### src/rtl/stp_word_collector.sv
`default_nettype none
// ============================================================================
// Module   : stp_word_collector
// Purpose  : Collects serial words into a flat parallel frame (oldest word in
//            the top slice), closing on NUM_WORDS words or in_last.
//            Optional frame counter enabled by macro STP_FRAME_COUNT_EN.
// Revision : 1.0 - initial release
// ============================================================================
module stp_word_collector #(
  parameter int WORD_W    = 32,
  parameter int NUM_WORDS = 8,
  parameter int CNT_W     = $clog2(NUM_WORDS + 1)
) (
  input  logic                        clk,
  input  logic                        rst,
  input  logic                        in_valid,
  output logic                        in_ready,
  input  logic [WORD_W-1:0]           in_data,
  input  logic                        in_last,
  output logic                        out_valid,
  input  logic                        out_ready,
  output logic [NUM_WORDS*WORD_W-1:0] out_data,
  output logic [CNT_W-1:0]            out_count,
  output logic [15:0]                 frame_count
);

  localparam int c_idx_w   = $clog2(NUM_WORDS);
  localparam int c_frame_w = NUM_WORDS * WORD_W;

  typedef enum logic [0:0] {
    FILL = 1'b0,
    HOLD = 1'b1
  } state_t;

  state_t               r_state;
  logic [c_idx_w-1:0]   r_idx;
  logic [c_frame_w-1:0] r_data;
  logic [CNT_W-1:0]     r_count;

  logic                 w_word_xfer;
  logic                 w_frame_xfer;
  logic                 w_last_slot;
  logic [c_frame_w-1:0] w_fill_data;
  logic [c_frame_w-1:0] w_restart_data;

  assign in_ready     = (r_state == FILL) || out_ready;
  assign out_valid    = (r_state == HOLD);
  assign out_data     = r_data;
  assign out_count    = r_count;

  assign w_word_xfer  = in_valid && in_ready;
  assign w_frame_xfer = out_valid && out_ready;
  assign w_last_slot  = (r_idx == c_idx_w'(NUM_WORDS - 1));

  // Word k of the frame lands in slice NUM_WORDS-1-k.
  always_comb begin
    w_fill_data = r_data;
    for (int k = 0; k < NUM_WORDS; k++) begin
      if (k == (NUM_WORDS - 1 - int'(r_idx))) begin
        w_fill_data[k*WORD_W +: WORD_W] = in_data;
      end
    end
  end

  // A word accepted during handoff starts a fresh frame in the top slice.
  always_comb begin
    w_restart_data = '0;
    w_restart_data[c_frame_w-1 -: WORD_W] = in_data;
  end

  always_ff @(posedge clk or posedge rst) begin
    if (rst) begin
      r_state <= FILL;
      r_idx   <= '0;
      r_data  <= '0;
      r_count <= '0;
    end else begin
      case (r_state)
        FILL: begin
          if (w_word_xfer) begin
            r_data <= w_fill_data;
            if (w_last_slot || in_last) begin
              r_state <= HOLD;
              r_count <= CNT_W'(r_idx) + CNT_W'(1);
              r_idx   <= '0;
            end else begin
              r_idx   <= r_idx + c_idx_w'(1);
            end
          end
        end
        HOLD: begin
          if (w_frame_xfer) begin
            if (w_word_xfer) begin
              r_data <= w_restart_data;
              if (in_last) begin
                r_state <= HOLD;
                r_count <= CNT_W'(1);
                r_idx   <= '0;
              end else begin
                r_state <= FILL;
                r_count <= '0;
                r_idx   <= c_idx_w'(1);
              end
            end else begin
              r_state <= FILL;
              r_data  <= '0;
              r_count <= '0;
              r_idx   <= '0;
            end
          end
        end
        default: begin
          r_state <= FILL;
          r_idx   <= '0;
          r_data  <= '0;
          r_count <= '0;
        end
      endcase
    end
  end

`ifdef STP_FRAME_COUNT_EN
  logic [15:0] r_frame_count;

  always_ff @(posedge clk or posedge rst) begin
    if (rst) begin
      r_frame_count <= 16'd0;
    end else if (w_frame_xfer) begin
      r_frame_count <= r_frame_count + 16'd1;
    end
  end

  assign frame_count = r_frame_count;
`else
  assign frame_count = 16'd0;
`endif

endmodule
`default_nettype wire

### config.mk
export PLATFORM = sky130hd
export DESIGN_NAME = stp_word_collector
export DESIGN_NICKNAME = d
export VERILOG_FILES = /design/src/rtl/stp_word_collector.sv
export SDC_FILE = /design/constraint.sdc
export NUM_CORES = 1
export LEC_CHECK = 0
export ABC_AREA = 1
export BUFFER_PORTS_ARGS = -buffer_cell sky130_fd_sc_hd__buf_4
export CAP_MARGIN = 15
export CORE_AREA = 3 3 237 146
export DETAILED_ROUTE_END_ITERATION = 10
export DIE_AREA = 0 0 240 149
export SLEW_MARGIN = 20
export SYNTH_ARGS = -nofsm -noshare
export SYNTH_HDL_FRONTEND = slang
export SYNTH_SLANG_ARGS = --single-unit
export TNS_END_PERCENT = 5
### constraint.sdc
create_clock -name clk -period 24.1 [get_ports clk]
set_input_delay 1.205 -clock clk [delete_from_list [all_inputs] [get_ports clk]]
set_output_delay 1.205 -clock clk [all_outputs]
set_load 0.005 [all_outputs]
== Yosys cells after proc, flatten, opt, wreduce, memory -nomap -nowiden ==
Cells that the tools add are included.
Word-level totals
  bits in registers: 264
  output and inout port bits: 278
  logic and storage cells: 79
Cells by class
  add/subtract/negate cells: 3
  eq/ne operators: 19
  multiplexer cells: 30
  bitwise logic cells: 1
  reduce and logical (&&, ||, !) cells: 15
Operators by type and width (number)
  256-bit 2-to-1 mux: 3
  256-bit one-hot mux with 2 select lines: 1
  32-bit 2-to-1 mux: 8
  32-bit zero test: 1
  3-bit AND reduction: 9
  2-bit by 1-bit inequality test with 1-bit output, second input constant: 10
  4-bit == test, first input constant: 4
  4-bit 2-to-1 mux: 4
  3-bit 2-to-1 mux: 4
  3-bit by 4-bit == test with 1-bit output, first input constant: 2
  4-bit one-hot mux with 2 select lines: 1
  1-bit 2-to-1 mux: 7
  3-bit one-hot mux with 2 select lines: 1
  3-bit by 1-bit adder with 4-bit output, second input constant: 1
  2-bit by 4-bit == test with 1-bit output, first input constant: 1
  3-bit by 3-bit subtractor with 4-bit output, first input constant: 1
  3-bit by 1-bit adder with 3-bit output, second input constant: 1
  3-bit == test, second input constant: 1
  1-bit logical AND: 2
  1-bit logical OR: 2
  2-bit inequality test, second input constant: 1
  1-bit one-hot mux with 2 select lines: 1
  2-bit AND reduction: 1
  1-bit NOT: 1

== Depth between registers and ports, before layout ==
Gate-level depths: netlist of the first run.
  depth after elaboration: 6
  depth in mapped cells: 9

== Worst setup path before layout of the first run ==
OpenSTA, ideal clock, no wires.
  kind: in2out
  start point: input port out_ready
  end point: output port in_ready
  data arrival time: 1.499 ns
  data required time: 22.895 ns
  slack: 21.396 ns
  cell stages on the path: 1
  cells stage by stage: or2_2
Between the ends
  word-level cells in the longest chain between the ends: 1
Ends and longest elaborated chain
  from (decl): line 21  | input logic out_ready,
  1-bit logical OR: line 46  | assign in_ready = (r_state == FILL) || out_ready;
  to (decl): line 17  | output logic in_ready,
No other way between the ends.

== Final worst setup path of the first run ==
  start point: register r_state, in the netlist out_valid
  end point: register r_data[14], in the netlist out_data[14]
Between the ends
  word-level cells in the longest chain between the ends: 5
  elaborated cells between the ends (all ways): 9
  those cells by class: eq/ne (3); mux (1); bitwise (1); reduce/logical (4)
Ends and longest elaborated chain
  from (decl): line 35  | state_t r_state;
  from (signal assigned): line 73  | r_state <= FILL;
  from (signal assigned): line 83  | r_state <= HOLD;
  from (signal assigned): line 96  | r_state <= HOLD;
  1-bit NOT
  1-bit logical OR: line 46
  1-bit logical AND: line 51  | assign w_word_xfer = in_valid && in_ready;
  2-bit inequality test (no source line)
  3-bit AND reduction (no source line)
  to (signal assigned): line 81  | r_data <= w_fill_data;
  to (signal assigned): line 94  | r_data <= w_restart_data;
  to (decl): line 37  | logic [c_frame_w-1:0] r_data;
Parallel ways exist; a longest one is shown, timed or not.
A chain may end at the register's enable or synchronous reset.

==> results of run 1 <==
kinds of logic after synthesis:
group	Yosys count	synth area share (%)
buffers and inverters	161	6.83
other	1	0.0331
AND/OR/NAND/NOR	853	32.5
flip-flops	264	58.4
adder cells (fa/ha/maj)	6	0.663
AO/OA/AOI/OAI	36	1.61
final cells by class:
class	count	share of cell area (%)
well taps	424	3.64
inverters	48	1.31
clock inverters	7	0.627
flip-flops and latches	264	45.4
clock buffers	41	5.34
multi-input cells	911	27.7
repair buffers	311	16.0
worst paths after layout:
path | start | to | cells after the start
max | out_valid | out_data[14] | 7
min | out_data[8] | out_data[8] | 2
max reg2reg | out_valid | out_data[14] | 7
min reg2reg | out_data[8] | out_data[8] | 2
max in group asynchronous | rst | out_data[60] | 3
min in group asynchronous | rst | out_data[234] | 2
power by group through the flow:
stage	registers [mW]	logic, mW	clock network (mW)
floorplan	0.672	0.198	0
global placement	0.685	0.500	0
detailed placement	0.682	0.509	0
CTS	0.678	0.510	0.431
global route	0.693	0.558	0.452
finish	0.678	0.503	0.423
flip-flops by register name, indices dropped and copies added (netlist names):
register and cells:
out_data 256, out_count 4, out_valid 1, r_idx 3
through the flow:
stage,util [%],setup slack (ns),hold slack (ns)
after floorplan,-,15.63,0.465
after global placement,42.2,20.23,0.458
after detailed placement,42.2,20.12,0.460
after CTS,44.9,20.34,0.477
after global routing,44.9,20.34,0.493
final,44.9,20.66,0.472
worst min-delay path, stage by stage, from the launching register on:
cell                      delay [ns]
sky130_fd_sc_hd__dfrtp_1        0.34
sky130_fd_sc_hd__nand2_1        0.05
sky130_fd_sc_hd__nand2_1        0.05
Yosys cell counts (3+ instances only):
cell	number
sky130_fd_sc_hd__nand2_1	476
sky130_fd_sc_hd__nand3_1	327
sky130_fd_sc_hd__dfrtp_1	264
sky130_fd_sc_hd__buf_2	52
sky130_fd_sc_hd__inv_1	45
sky130_fd_sc_hd__nor2_1	36
sky130_fd_sc_hd__a21oi_1	32
sky130_fd_sc_hd__clkbuf_1	29
sky130_fd_sc_hd__buf_4	27
sky130_fd_sc_hd__ha_1	6
sky130_fd_sc_hd__buf_1	5
sky130_fd_sc_hd__nand2_2	5
sky130_fd_sc_hd__nand4_2	3
layer usage:
metal	vias up	wire length [um]
li1	4695	-
met1	5003	18600
met2	477	18100
met3	57	4220
met4	0	824
met5	-	0
==> flow_summary.toml, run 1 <==
[status]
outcome = "completed"

[worst_setup_path]
critical-path-top-delay-family = "simple AND/OR/NAND/NOR gates"
timing.critical_path.from_type = "flop"
cp_data_required_time_ns = 24.53
worst-setup-path-type = "flop to flop"
critical-path-slowest-cell = "sky130_fd_sc_hd__buf_4"
reg2reg_setup_slack_ns = 20.66
critPathCaptureType = "flop"
cp_num_buf_inv = 2
worstPathCellList = "buf_4, nand2_8, nand2_2, buf_4, nand2_2, nand2_1, nand2_1"
top_fanout_value_on_the_critical_path = 78
cp_slowest_stage_delay_ns = 0.61
crit_arrival_ns = 3.87

[place]
dpl.hpwl_um = 27900
placement.io_buffers = 298
finalWeightedCongestion = 0.832
placed_cells_incl_taps = 1958
place_area_um2 = 13700

[run]
drv_cap = 0

[cells_and_area]
finalNonFillerCells = 2006
areaGrowthSynthToFinish_pct = 28.8
layout-drive-gt1-share_pct = 23.8
finalInstanceArea_um2 = 14600
antenna-diode-count = 0
layout.cells.most_common_list = "sky130_fd_sc_hd__nand2_1, sky130_fd_sc_hd__nand3_1, sky130_fd_sc_hd__buf_4"
layout.nets = 1605
multi_input_comb_area_um2 = 4030
final-seq-area_um2 = 6610
most_common_cell_after_layout_fill_and_taps_aside = "sky130_fd_sc_hd__nand2_1"
fillerInstances = 3188

[synthesis]
warnings_from_yosys = 0
yosys-top-cells-area = "sky130_fd_sc_hd__dfrtp_1, sky130_fd_sc_hd__nand2_1, sky130_fd_sc_hd__nand3_1, sky130_fd_sc_hd__buf_2, sky130_fd_sc_hd__buf_4"
postSynth.topFlopCell = "sky130_fd_sc_hd__dfrtp_1"
mappedNetlistArea_um2 = 11300
ys_seq_area_share_pct = 58.4
synth_edf_count = 0
synth_area_per_cell_um2 = 8.57
ys_async_sr_fraction_pct = 100
synth_seq_cells = 264
post_synth_num_cell_types = 24
synthCells = 1321
synth_top_area_share_pct = 58.4
synth_top_area_cell = "sky130_fd_sc_hd__dfrtp_1"

[power_and_ir_drop]
power.clock.fraction_pct = 26.4
power.leakage_nw = 8.20
net-switching-power_mw = 0.541
total_power_per_unit_cell_area_nw_per_um2 = 110
p_comb_share_pct = 31.4
pwr-share-seq_pct = 42.3
power.switching_fraction_pct = 33.7
worst_ir_drop_vdd_uv = 57.1
post-layout-total-power_mw = 1.60
cellInternalPower_mw = 1.06

[floorplan]
die-area_um2 = 35800
number_of_rows_created_at_floorplan = 51
boundaryPins = 315
initial_core_util_pct = 34.9
die_h_um = 149
fp.dieW_um = 240
core_area_um2 = 32400

[timing]
worst_slew_margin_rel_pct = 20.7
setup_total_negative_slack_ns = 0
clock_tree_skew_after_final_layout_ns = 0.0160
grt_setup_unrepaired = "false"
finalMaxSlewViolations = 0
timing.fmax_mhz = 291
final_hold_viol_count = 0
tightestPinTransition_ns = 1.18
setup_violations_final = 0
finalCritPeriodShare_pct = 14.3
final_period_minus_worst_setup_slack_ns = 3.44

[clock_tree]
insertion_delay_ns = 0.54
cts_buffers = 26
setup_bufs_post_cts = 0
max-clock-path-buffers = 3
cts_tree = "done"
htree_num_levels = 1
cts.repair.resized = 0
post_cts_hold_buffer_count = 0
cts_num_sinks = 264
clk_root_buffer_cell = "sky130_fd_sc_hd__clkbuf_16"
clock_transition_at_the_registers_of_the_reported_paths_ns = 0.07

[worst_hold_path]
timing.hold.worst.class = "flop to flop"

[global_route]
grt_util_met1_pct = 34.1
grt-busiest-layer = "met1"
globalRouteTotalUtil_pct = 23.0
grt_max_degree = 108
grtUsageMet3_pct = 6.52
met2_usage_pct = 33.5
antenna_found_initial = 0
first_global_vias = 9962
grt_overflow = 0
global_route_wire_length_before_repair_um = 62800

[route]
number_of_drc_violations_after_detailed_routing = 0
wl_per_cell_um = 20.8
dr_total_vias = 10200
drt-total-wl_um = 41700
route.detailed.vias_per_inst = 5.10
initialDrtViolationCount = 959
ant_nets = 0
drt_pass1_iterations = 5
Power figures use the tool's default switching activity.
==> run 2, diff against run 1 <==
ABC_AREA = 0   (was 1)
CORE_AREA = 3 3 238 146   (was 3 3 237 146)
DIE_AREA = 0 0 241 149   (was 0 0 240 149)
clock period = 2.8 ns   (was 24.1 ns; I/O delays follow)
==> run 2 against run 1 <==
Against the previous run:
- combinational power increased to 4.2 times the previous value
- area after synthesis increased by 0.75%
- register-to-register slack got worse by 20 ns
- worst setup slack got worse by 20 ns
- clock power increased to 9.2 times the previous value
- largest power group unchanged
==> flow_summary.toml, run 2 <==
[place]
dpl.hpwl_um = 24200
placement.io_buffers = 298
dpl_worst_slack_ns = 0.687
finalWeightedCongestion = 0.813

[cells_and_area]
fillerInstances = 3051
fin_util_pct = 46.9
layout.nets = 1398
layout.cells.most_common_list = "sky130_fd_sc_hd__buf_4, sky130_fd_sc_hd__dfrtp_1, sky130_fd_sc_hd__nand2_1"
most_common_cell_after_layout_fill_and_taps_aside = "sky130_fd_sc_hd__buf_4"
areaGrowthSynthToFinish_pct = 33.8
layout-drive-gt1-share_pct = 32.0
antenna-diode-count = 0
largest_register_ffs = 256

[clock_tree]
post_cts_hold_buffer_count = 36
insertion_delay_ns = 0.54
cts.repair.resized = 0
cts_tree = "done"
cts_buffers = 26
setup_bufs_post_cts = 0
clk_root_buffer_cell = "sky130_fd_sc_hd__clkbuf_16"
max-clock-path-buffers = 3
htree_num_levels = 1
clock_transition_at_the_registers_of_the_reported_paths_ns = 0.07
cts_num_sinks = 264

[worst_hold_path]
timing.hold.worst.class = "primary input to asynchronous set/reset pin"

[route]
ant_nets = 0
number_of_drc_violations_after_detailed_routing = 0
dr_total_vias = 8651
drt_pass1_iterations = 6
drt-total-wl_um = 34800
initialDrtViolationCount = 611
wl_per_cell_um = 19.3
route.detailed.vias_per_inst = 4.81

[worst_setup_path]
critPathCaptureType = "flop"
cp_data_required_time_ns = 3.22
worst-setup-path-type = "flop to flop"
cp_slowest_stage_delay_ns = 0.64
timing.critical_path.from_type = "flop"
critical-path-slowest-cell = "sky130_fd_sc_hd__dfrtp_1"
cp_num_buf_inv = 0
top_fanout_value_on_the_critical_path = 32
critical-path-top-delay-family = "flip-flops"
crit_arrival_ns = 2.53
worstPathCellList = "ha_1, a21o_4, mux2_1"

[timing]
finalCritPeriodShare_pct = 75.4
clock_tree_skew_after_final_layout_ns = 0.0113
grt_setup_unrepaired = "false"
timing.fmax_mhz = 474
final_period_minus_worst_setup_slack_ns = 2.11
fin_ws_ns = 0.690
setup_total_negative_slack_ns = 0
worst_slew_margin_rel_pct = 27.3
tightestPinTransition_ns = 1.09
finalMaxSlewViolations = 0
setup_violations_final = 0
final_hold_viol_count = 0

[power_and_ir_drop]
power.leakage_nw = 7.84
total_power_per_unit_cell_area_nw_per_um2 = 699
worst_ir_drop_vdd_uv = 413

[synthesis]
ys_async_sr_fraction_pct = 100
synth_edf_count = 0
synth_area_per_cell_um2 = 10.8
synth_seq_cells = 264
warnings_from_yosys = 0
post_synth_num_cell_types = 42
yosys.cell_count.top_type = "sky130_fd_sc_hd__dfrtp_1"
yosys-top-cells-count = "sky130_fd_sc_hd__dfrtp_1, sky130_fd_sc_hd__nand2_1, sky130_fd_sc_hd__o21ai_1"
postSynth.topFlopCell = "sky130_fd_sc_hd__dfrtp_1"
ys_seq_area_share_pct = 57.9
mappedNetlistArea_um2 = 11400
synth_top_area_cell = "sky130_fd_sc_hd__dfrtp_1"
synthCells = 1051
synth_top_area_share_pct = 57.9
yosys-top-cells-area = "sky130_fd_sc_hd__dfrtp_1, sky130_fd_sc_hd__mux2_4, sky130_fd_sc_hd__nand2_1, sky130_fd_sc_hd__o21ai_1, sky130_fd_sc_hd__o211ai_1"

[global_route]
grt_max_degree = 66
global_route_wire_length_before_repair_um = 53100
antenna_found_initial = 0
grt_overflow = 0
first_global_vias = 8639
globalRouteTotalUtil_pct = 19.1

[floorplan]
core_area_um2 = 32500
die_h_um = 149
fp.dieW_um = 241
die-area_um2 = 35900
boundaryPins = 315
initial_core_util_pct = 35.0
number_of_rows_created_at_floorplan = 51

[status]
outcome = "completed"

[run]
drv_cap = 0
==> run 2: changes by cell type after synthesis, moves of 40 or more <==
cell / change
sky130_fd_sc_hd__o211ai_1: +59
sky130_fd_sc_hd__mux2_4: +60
sky130_fd_sc_hd__nand3_1: -320
sky130_fd_sc_hd__o21ai_1: +128
sky130_fd_sc_hd__nand2_1: -273
sky130_fd_sc_hd__inv_1: +40
==> run 2: logic make-up after synthesis <==
group,Yosys count,share of synthesized area (%)
flops,264,57.9
simple gates,255,9.19
compound gates,248,13.4
buf+inv,180,7.58
mux,97,11.2
fa+ha+maj,6,0.658
other cells,1,0.0329
==> run 2: worst reg2reg max path: stages, from the launching register on <==
cell	delay, ns
sky130_fd_sc_hd__dfrtp_1	0.64
sky130_fd_sc_hd__ha_1	0.38
sky130_fd_sc_hd__a21o_4	0.56
sky130_fd_sc_hd__mux2_1	0.41
==> run 2: final cells by class <==
class | count | area (um^2) | area share (%)
inverters | 87 | 330 | 2.17
flip-flops and latches | 264 | 6610 | 43.3
well taps | 424 | 531 | 3.48
multi-input cells | 622 | 4030 | 26.4
clock buffers | 34 | 742 | 4.86
repair buffers | 354 | 2810 | 18.4
clock inverters | 14 | 208 | 1.36
==> run 2: metrics by stage <==
step / std cells / power, mW / hold WS [ns] / instance area (um^2)
floorplan: 1066 / 5.65 / 0.257 / 11500
global placement: 1715 / 6.79 / 0.232 / 13900
detailed placement: 1715 / 6.84 / 0.235 / 13900
CTS: 1799 / 10.8 / 0.208 / 15300
global route: 1799 / 11.2 / 0.235 / 15300
finish: 1799 / 10.7 / 0.220 / 15300
==> run 2: report_power, final <==
part	internal (mW)	leakage (nW)	switching, mW	total [mW]
Sequential	4.31	3.52	0.352	4.66
Clock	2.34	0.464	1.55	3.88
Combinational	1.17	3.85	0.954	2.12
==> run 2: per-layer routing <==
layer / part of all wire [%] / routed length, um / global-route usage, % / up-vias
met5: 0 / 0 / 0 / -
met4: 2.3 / 809 / 4.30 / 0
met3: 7.8 / 2710 / 5.64 / 42
met2: 46 / 16000 / 30.5 / 265
met1: 44 / 15300 / 25.7 / 4268
li1: - / - / - / 4076
==> run 2: path summary, 6_finish.rpt <==
check	start	end	slack [ns]	depth (start not counted)
worst max-delay path	r_idx[2]	out_data[14]	0.69	3
worst min-delay path	rst	out_data[125]	0.22	3
worst max register to register	r_idx[2]	out_data[14]	0.69	3
worst min register to register	out_data[159]	out_data[159]	0.49	1
max in group asynchronous	rst	out_valid	1.82	4
min in group clk	in_data[30]	out_data[222]	0.40	4
